[src/rtl/lab5_mcore_mem_arb_pkg.sv]
// Shared definitions for the lab5 multicore memory arbiter: memory message
// widths (vc-mem-msgs layout with opaque 8, addr 32, data 32) and port ids.
package lab5_mcore_mem_arb_pkg;

  localparam int unsigned c_opaque_nbits = 8;
  localparam int unsigned c_addr_nbits   = 32;
  localparam int unsigned c_data_nbits   = 32;
  localparam int unsigned c_len_nbits    = $clog2(c_data_nbits / 8);

  // req: type(3) opaque addr len data ; resp: type(3) opaque test(2) len data
  localparam int unsigned c_req_msg_nbits  = 3 + c_opaque_nbits + c_addr_nbits + c_len_nbits + c_data_nbits;
  localparam int unsigned c_resp_msg_nbits = 3 + c_opaque_nbits + 2 + c_len_nbits + c_data_nbits;

  typedef enum logic {
    PORT_IMEM = 1'b0,
    PORT_DMEM = 1'b1
  } port_t;

endpackage

[src/rtl/lab5_mcore_mem_arb_tag_fifo.sv]
// Tag FIFO remembering which port issued each outstanding memory request.
// Full blocks enqueue even when a dequeue happens in the same cycle.
module lab5_mcore_mem_arb_tag_fifo #(
  parameter int unsigned p_depth = 4
) (
  input  logic                     clk,
  input  logic                     reset,
  input  logic                     enq_val,
  output logic                     enq_rdy,
  input  logic                     enq_msg,
  output logic                     deq_val,
  input  logic                     deq_rdy,
  output logic                     deq_msg,
  output logic [$clog2(p_depth):0] occupancy
);

  localparam int unsigned c_ptr_nbits = $clog2(p_depth);
  localparam logic [c_ptr_nbits:0] c_full = (c_ptr_nbits + 1)'(p_depth);

  logic [p_depth-1:0]     entries;
  logic [c_ptr_nbits-1:0] wr_ptr;
  logic [c_ptr_nbits-1:0] rd_ptr;
  logic [c_ptr_nbits:0]   count;
  logic                   enq_fire;
  logic                   deq_fire;

  assign enq_rdy   = (count != c_full);
  assign deq_val   = (count != '0);
  assign deq_msg   = entries[rd_ptr];
  assign occupancy = count;
  assign enq_fire  = enq_val && enq_rdy;
  assign deq_fire  = deq_val && deq_rdy;

  // Depth is a power of two, so pointers wrap by natural overflow.
  always_ff @(posedge clk) begin
    if (reset) begin
      wr_ptr <= '0;
      rd_ptr <= '0;
      count  <= '0;
    end else begin
      if (enq_fire) begin
        entries[wr_ptr] <= enq_msg;
        wr_ptr          <= wr_ptr + 1'b1;
      end
      if (deq_fire)
        rd_ptr <= rd_ptr + 1'b1;
      case ({enq_fire, deq_fire})
        2'b10:   count <= count + 1'b1;
        2'b01:   count <= count - 1'b1;
        default: count <= count;
      endcase
    end
  end

endmodule

[src/rtl/lab5_mcore_mem_arb.sv]
// Round-robin arbiter sharing one in-order memory port between imem and dmem;
// responses are routed back using a FIFO of issuing-port tags.
module lab5_mcore_mem_arb
  import lab5_mcore_mem_arb_pkg::*;
#(
  parameter int unsigned p_max_inflight = 4
) (
  input  logic                                clk,
  input  logic                                reset,

  input  logic [c_req_msg_nbits-1:0]          ireq_msg,
  input  logic                                ireq_val,
  output logic                                ireq_rdy,

  input  logic [c_req_msg_nbits-1:0]          dreq_msg,
  input  logic                                dreq_val,
  output logic                                dreq_rdy,

  output logic [c_resp_msg_nbits-1:0]         iresp_msg,
  output logic                                iresp_val,
  input  logic                                iresp_rdy,

  output logic [c_resp_msg_nbits-1:0]         dresp_msg,
  output logic                                dresp_val,
  input  logic                                dresp_rdy,

  output logic [c_req_msg_nbits-1:0]          memreq_msg,
  output logic                                memreq_val,
  input  logic                                memreq_rdy,

  input  logic [c_resp_msg_nbits-1:0]         memresp_msg,
  input  logic                                memresp_val,
  output logic                                memresp_rdy,

  output logic [$clog2(p_max_inflight):0]     inflight
);

  port_t prio;
  port_t grant;
  port_t head;
  logic  can_issue;
  logic  req_fire;
  logic  resp_fire;
  logic  resp_nonempty;
  logic  tag_deq_val;
  logic  tag_deq_msg;

  assign grant = (dreq_val && (!ireq_val || prio == PORT_DMEM)) ? PORT_DMEM : PORT_IMEM;

  // Outgoing val/rdy are forced low while reset is held, including the first
  // reset cycle before the FIFO has been cleared.
  assign memreq_val = !reset && (ireq_val || dreq_val) && can_issue;
  assign memreq_msg = (grant == PORT_DMEM) ? dreq_msg : ireq_msg;
  assign ireq_rdy   = !reset && can_issue && memreq_rdy && (grant == PORT_IMEM);
  assign dreq_rdy   = !reset && can_issue && memreq_rdy && (grant == PORT_DMEM);
  assign req_fire   = memreq_val && memreq_rdy;

  assign head          = port_t'(tag_deq_msg);
  assign resp_nonempty = !reset && tag_deq_val;
  assign iresp_msg     = memresp_msg;
  assign dresp_msg     = memresp_msg;
  assign iresp_val     = resp_nonempty && (head == PORT_IMEM) && memresp_val;
  assign dresp_val     = resp_nonempty && (head == PORT_DMEM) && memresp_val;
  assign memresp_rdy   = resp_nonempty && ((head == PORT_DMEM) ? dresp_rdy : iresp_rdy);
  assign resp_fire     = memresp_val && memresp_rdy;

  lab5_mcore_mem_arb_tag_fifo #(
    .p_depth (p_max_inflight)
  ) tag_fifo (
    .clk       (clk),
    .reset     (reset),
    .enq_val   (req_fire),
    .enq_rdy   (can_issue),
    .enq_msg   (grant),
    .deq_val   (tag_deq_val),
    .deq_rdy   (resp_fire),
    .deq_msg   (tag_deq_msg),
    .occupancy (inflight)
  );

  always_ff @(posedge clk) begin
    if (reset)
      prio <= PORT_IMEM;
    else if (req_fire)
      prio <= (grant == PORT_IMEM) ? PORT_DMEM : PORT_IMEM;
  end

endmodule

[config.mk]
export PLATFORM = sky130hd
export DESIGN_NAME = lab5_mcore_mem_arb
export DESIGN_NICKNAME = d
export VERILOG_FILES = /design/src/rtl/lab5_mcore_mem_arb_pkg.sv /design/src/rtl/lab5_mcore_mem_arb_tag_fifo.sv /design/src/rtl/lab5_mcore_mem_arb.sv
export SDC_FILE = /design/constraint.sdc
export NUM_CORES = 1
export LEC_CHECK = 0
export ABC_AREA = 1
export BUFFER_PORTS_ARGS = -buffer_cell sky130_fd_sc_hd__buf_2
export CAP_MARGIN = 15
export CORE_AREA = 3 3 148 150
export DETAILED_ROUTE_END_ITERATION = 8
export DIE_AREA = 0 0 151 153
export GPL_TIMING_DRIVEN = 1
export PLACE_DENSITY = 0.48
export REMOVE_ABC_BUFFERS = 1
export SKIP_CTS_REPAIR_TIMING = 1
export SYNTH_ARGS = -nofsm -noshare
export SYNTH_HDL_FRONTEND = slang
export SYNTH_SLANG_ARGS = --single-unit
[constraint.sdc]
create_clock -name clk -period 2 [get_ports clk]
set_input_delay 0.1 -clock clk [delete_from_list [all_inputs] [get_ports clk]]
set_output_delay 0.1 -clock clk [all_outputs]
set_load 0.005 [all_outputs]
==> results of run 1 <==
placed cells by master, fill, tap and decap left out:
cell type  instances
clkinv_1           1
edfxtp_1           4
a211oi_2           1
nand3_2            3
dfxtp_1            4
fa_2               1
nand3_1            5
buf_12             2
o21ai_0            4
clkbuf_16          3
inv_2              4
o21ai_1            2
a21oi_1            9
a21oi_4            1
nand3b_1           1
nor2_1            11
ha_1               5
xor2_1             1
nand2_1          243
dfxtp_2            4
nor2_4             1
nand2_2            2
buf_2            247
buf_4             13
inv_1             19
area by class of cell:
| class | instances | area (µm²) | share of cell area [%] |
|---|---|---|---|
| Clock buffer | 3 | 75.1 | 2.20 |
| Timing Repair Buffer | 262 | 1370 | 40.3 |
| Inverter | 23 | 86.3 | 2.53 |
| Tap cell | 275 | 344 | 10.1 |
| Sequential cell | 12 | 285 | 8.38 |
| Clock inverter | 1 | 3.75 | 0.110 |
| Multi-Input combinational cell | 290 | 1240 | 36.3 |
worst register-to-register path, cell delays in order, from the launching register on:
cell	delay, ns
dfxtp_2	0.33
inv_2	0.06
nand2_1	0.04
nand3_1	0.10
nand2_1	0.08
nand2_1	0.08
nand3_2	0.07
inv_1	0.06
ha_1	0.13
inv_1	0.06
fa_2	0.34
a21oi_1	0.15
o21ai_1	0.09
o21ai_1	0.12
a21oi_1	0.05
power groups by stage:
stage	sequential (mW)	clock, mW	combinational (mW)
global route	0.275	0.385	0.762
global placement	0.276	0	0.671
finish	0.274	0.364	0.666
CTS	0.273	0.376	0.674
detailed placement	0.277	0	0.670
floorplan	0.277	0	0.260
layer usage:
metal / up-vias / GRT usage, % / wire, µm
met2: 290 / 14.0 / 4990
met4: 6 / 0.950 / 76
met5: - / 10.9 / 273
met1: 1280 / 12.8 / 5470
li1: 1520 / - / -
met3: 11 / 11.1 / 3060
registers in the layout, indices dropped and copies added, names as in the netlist:
register,flops
tag_fifo.occupancy,3
tag_fifo.entries,4
tag_fifo.rd_ptr,2
tag_fifo.wr_ptr,2
prio,1
logic make-up after synthesis:
family | after synthesis | synth area share [%]
AOI/OAI and AO/OA | 17 | 4.42
adders and majority gates | 6 | 3.52
DFF | 12 | 11.9
xor gates and xnor gates | 1 | 0.373
buffers and inverters | 133 | 36.5
and+or+nand+nor | 266 | 43.2
per-stage QoR:
| stage | hold slack, ns | power (mW) | utilization (%) |
|---|---|---|---|
| after detailed placement | 0.200 | 0.947 | 15.8 |
| after global routing | 0.0732 | 1.42 | 16.4 |
| after floorplan | 0.169 | 0.537 | - |
| after global placement | 0.200 | 0.947 | 15.8 |
| final | 0.0701 | 1.30 | 16.4 |
| after CTS | 0.0736 | 1.32 | 16.2 |
worst max-delay path by stage:
stage / slack, ns / to
after global placement: -0.004 / tag_fifo.occupancy[2]
after floorplan: -0.61 / prio
final: 0.13 / tag_fifo.occupancy[2]
after global routing: -0.01 / tag_fifo.occupancy[2]
after CTS: -0.06 / tag_fifo.occupancy[2]
after detailed placement: -0.04 / tag_fifo.occupancy[2]
synth_stat cells:
| master | instances |
|---|---|
| a211oi_2 | 1 |
| a21oi_1 | 9 |
| a21oi_4 | 1 |
| buf_2 | 5 |
| buf_4 | 94 |
| clkbuf_1 | 11 |
| dfxtp_1 | 8 |
| edfxtp_1 | 4 |
| fa_1 | 1 |
| ha_1 | 5 |
| inv_1 | 19 |
| inv_2 | 4 |
| nand2_1 | 244 |
| nand2_2 | 1 |
| nand3_1 | 8 |
| nand3b_1 | 1 |
| nor2_1 | 12 |
| o21ai_0 | 6 |
| xor2_1 | 1 |
==> reports/qor.yml, run 1 <==
status: "complete, no violations"
nets: 807
switching_share_pct: 34.4
p_switching_mw: 0.448
irDropWorstVdd_v: 0.000205
cts.reportedPaths.clkPinSlew_ns: 0.04
clkPwrFrac_pct: 27.9
fin_cells: 866
critPathCaptureType: "flop"
tightest_slew_ns: 0.356
slowest_delay_ns: 0.33
p_int_mw: 0.855
grt_pass1_wl_mm: 19.0
fin_ws_ns: 0.126
min_to: "tag_fifo.rd_ptr[0]"
setup_tns_ns: 0
avgSynthCellArea_um2: 5.40
p_per_area_mw_per_mm2: 383
fin_crit_ns: 1.87
synth_cell_types: 19
first_global_vias: 2948
crit_start: "tag_fifo.rd_ptr[0]"
grt-ovfl-total: 0
initial_core_util_pct: 11.3
area_growth_pct: 45.0
fin_skew_ns: 0.000902
gp_congestion: 0.719
synth_seq_area_share_pct: 11.9
power_frac_comb_pct: 51.1
antenna_found_initial: 0
dp_slack_ns: -0.0430
maxCapViolCount: 0
required_ns: 2.12
cts_root_buf: "clkbuf_16"
drt.antenna.violating_nets: 0
hp-class: "primary input to flop"
relSlewSlack_pct: 76.2
grt_start_max_net_pins: 73
num_vias: 3107
post-dp-hpwl_mm: 11.8
wl_mm: 13.9
rows: 53
clockBufferDepth: 2
hold_viol_final: 0
diodes: 0
die_w_um: 151
core_mm2: 0.0208
power_leakage_nw: 2.12
fillers: 2455
dp.cells: 862
syn_inst: 435
min_path_cells: 2
drtIter0Drc: 120
path_depth: 14
final.period_utilization_pct: 93.7
drive_gt1_share_pct: 47.7
r2r_slack_ns: 0.13
setup_viol: 0
synth-seq-cells: 12
critical_path_buf_inv_count: 3
crit_type: "flop to flop"
synth_area_leaders: "nand2_1 (39%), buf_4 (30%), dfxtp_1 (6.8%), edfxtp_1 (5.1%), inv_1 (3.0%)"
dr.pass1.iters: 7
r2r_end: "tag_fifo.occupancy[2]"
grt_use_total_pct: 11.1
yosysWarningCount: 0
viasPerCell: 3.59
drc: 0
cpMostUsedCell: "nand2_1"
rr_worst_depth: 14
maxSlewViolCount: 0
routedWlPerCell_um: 16.0
max_freq_ghz: 0.534
num_io_pins: 389
arrival_ns: 2.00
placed_cell_area_mm2: 0.00329
stdcell_area_mm2: 0.00341
mappedNetlistArea_mm2: 0.00235
cpLargestDelayFamily: "adder cells"
die-height_um: 153
r2r-start: "tag_fifo.rd_ptr[0]"
critPathLaunchType: "flop"
cts.sinks: 12
synth_top_area_share_pct: 39.0
crit_chain: "inv_2 > nand2_1 > nand3_1 > nand2_1 > nand2_1 > nand3_2 > inv_1 > ha_1 > inv_1 > fa_2 > a21oi_1 > o21ai_1 > o21ai_1 > a21oi_1"
worstPathMaxFanout: 4
slowest_stage: "dfxtp_2"
cts_made_buffers: 3
seq_power_share_pct: 21.0
clk_latency_ns: 0.24
worstHoldStart: "reset"
io_buffer_count: 247
h-tree-depth: 1
die_area_mm2: 0.0231
cts_tree: "yes"
yosysTopAreaCell: "nand2_1"
Power figures use the tool's default switching activity.
==> run 2, diff against run 1 <==
--- a/config.mk
+++ b/config.mk
@@ -13,7 +13,6 @@
 export DIE_AREA = 0 0 151 153
 export GPL_TIMING_DRIVEN = 1
 export PLACE_DENSITY = 0.48
-export REMOVE_ABC_BUFFERS = 1
 export SKIP_CTS_REPAIR_TIMING = 1
 export SYNTH_ARGS = -nofsm -noshare
 export SYNTH_HDL_FRONTEND = slang
==> run 2 against run 1 <==
Routed wire length fell by 27%; count of clock-buffer cells in the layout did not move; fmax fell by 3.3%; cell count rose by 0.92%; combinational power rose by 2%; utilization rose by 0.52 points; worst hold slack improved by 0.0051 ns; via count fell by 4.5%; final area rose by 3.2%; register-to-register slack got worse by 0.06 ns.
==> reports/qor.yml, run 2 (same netlist as run 1, synthesis figures left out) <==
cts_made_buffers: 3  # unchanged
maxCapViolCount: 0  # unchanged
layout_commonest_cell: "buf_2"  # unchanged
synth_nets: 650
grt_start_max_net_pins: 53  # was 73
grt-ovfl-total: 0  # unchanged
relSlewSlack_pct: 73.2  # was 76.2%
drt.antenna.violating_nets: 0  # unchanged
clk_latency_ns: 0.24  # about the same
cpMostUsedCell: "inv_2"  # was nand2_1
drc: 0  # unchanged
io_buffer_count: 247  # unchanged
holdWs_ns: 0.0752  # was 0.0701 ns
rsz0062_at_grt: "yes"
final.period_utilization_pct: 96.9  # was 93.7%
drtIter0Drc: 67  # was 120
crit_chain: "nand2_4 > nand3_4 > nand3b_1 > nand3_2 > inv_2 > ha_4 > inv_2 > fa_2 > buf_4 > o21ai_2 > o21ai_1 > a21oi_1"  # was inv_2 > nand2_1 > nand3_1 > nand2_1 > nand2_1 > nand3_2 > inv_1 > ha_1 > inv_1 > fa_2 > a21oi_1 > o21ai_1 > o21ai_1 > a21oi_1
routedWlPerCell_um: 11.5  # was 16.0 µm
final_cell_mix: "buf_2 (247), nand2_1 (239), buf_4 (21), inv_1 (15), nor2_1 (11)"  # was buf_2 (247), nand2_1 (243), inv_1 (19), buf_4 (13), nor2_1 (11)
irDropWorstVdd_v: 0.000270  # was 0.000205 V
core_mm2: 0.0208  # unchanged
hold_viol_final: 0  # unchanged
slowest_delay_ns: 0.41  # was 0.33 ns
die_area_mm2: 0.0231  # unchanged
first_global_vias: 2890  # was 2948
required_ns: 2.17  # was 2.12 ns
h-tree-depth: 1  # unchanged
maxSlewViolCount: 0  # unchanged
largest_register_ffs: 4  # unchanged
area_growth_pct: 49.6  # was 45.0%
drive_gt1_share_pct: 50.4  # was 47.7%
slowest_stage: "edfxtp_1"  # was dfxtp_2
die-height_um: 153  # unchanged
setup_viol: 0  # unchanged
cts.sinks: 12  # unchanged
gp_congestion: 0.735  # was 0.719
wl_mm: 10.1  # was 13.9 mm
setup_tns_ns: 0  # unchanged
antenna_found_initial: 2  # was 0
rows: 53  # unchanged
diodes: 0  # unchanged
initial_core_util_pct: 11.3  # unchanged
fin_skew_ns: 0.00638  # was 0.000902 ns
num_io_pins: 389  # unchanged
cts.reportedPaths.clkPinSlew_ns: 0.05  # was 0.04 ns
status: "complete, no violations"  # unchanged
fillers: 2452  # was 2455
cts_tree: "yes"  # unchanged
critPathLaunchType: "flop"  # unchanged
num_vias: 2967  # was 3107
fin_crit_ns: 1.94  # was 1.87 ns
p_per_area_mw_per_mm2: 378  # was 383 mW/mm²
grt_use_total_pct: 7.99  # was 11.1%
regMostFlops: "tag_fifo.entries"  # unchanged
tightest_slew_ns: 0.402  # was 0.356 ns
hp-class: "primary input to flop"  # unchanged
arrival_ns: 2.11  # was 2.00 ns
r2r_slack_ns: 0.06  # was 0.13 ns
crit_type: "flop to flop"  # unchanged
dr.pass1.iters: 4  # was 7
cts_root_buf: "clkbuf_16"  # unchanged
max_freq_ghz: 0.516  # was 0.534 GHz
power_leakage_nw: 2.16  # was 2.12 nW
nets: 815  # was 807
clockBufferDepth: 2  # unchanged
grt_pass1_wl_mm: 14.9  # was 19.0 mm
viasPerCell: 3.39  # was 3.59
post-dp-hpwl_mm: 8.53  # was 11.8 mm
worstPathMaxFanout: 3  # was 4
die_w_um: 151  # unchanged
critPathCaptureType: "flop"  # unchanged
-- run 2: cell types whose count changed in the layout (fill, tap and decap cells not counted), sizes merged --
cell / previous run / this run
buf: 262 / 270
-- run 2: report_power, final --
part	leakage, nW	internal [mW]	switching [mW]
logic	2.02	0.337	0.345
clock network	0.0385	0.264	0.111
registers	0.104	0.265	0.00834
total	2.16	0.866	0.464
-- run 2: worst max-delay path: cells and delay by family (launching register included) --
family,cells,cell delay [ns]
compound gates,3,0.30
buf+inv,3,0.28
simple gates,4,0.40
flops,1,0.41
fa+ha+maj,2,0.48
-- run 2: path summary, 6_finish.rpt --
check | startpoint | endpoint | cells past startpoint
hold reg to reg | tag_fifo.occupancy[2] | tag_fifo.occupancy[2] | 2
setup reg to reg | tag_fifo.entries[2] | tag_fifo.occupancy[2] | 12
hold / removal | reset | tag_fifo.rd_ptr[1] | 2
setup / recovery | tag_fifo.entries[2] | tag_fifo.occupancy[2] | 12
-- run 2: per-layer routing --
metal	vias to the layer above	global-route usage, %	wire [µm]
met3	4	4.03	1260
li1	1536	-	-
met2	216	13.7	4920
met4	0	0.475	27
met5	-	0	0
met1	1211	9.32	3870
-- run 2: layout make-up --
class / instances / area [µm²] / share of cell area, %
Clock buffer: 3 / 75.1 / 2.14
Clock inverter: 1 / 3.75 / 0.107
Inverter: 23 / 88.8 / 2.53
Multi-Input combinational cell: 290 / 1280 / 36.4
Sequential cell: 12 / 288 / 8.19
Tap cell: 275 / 344 / 9.79
Timing Repair Buffer: 270 / 1430 / 40.8
-- run 2: stage by stage --
step | cell area [µm²] | cells | utilization, % | total power, mW | worst slack (ns)
5_1_grt | 3510 | 874 | 16.9 | 1.46 | -0.0777
3_3_place_gp | 3310 | 864 | 15.9 | 0.948 | 0.00864
4_1_cts | 3390 | 868 | 16.3 | 1.33 | -0.0274
2_1_floorplan | 2350 | 435 | - | 0.699 | 0.0308
3_5_place_dp | 3310 | 864 | 15.9 | 0.949 | -0.00906
6_report | 3510 | 874 | 16.9 | 1.33 | 0.0622
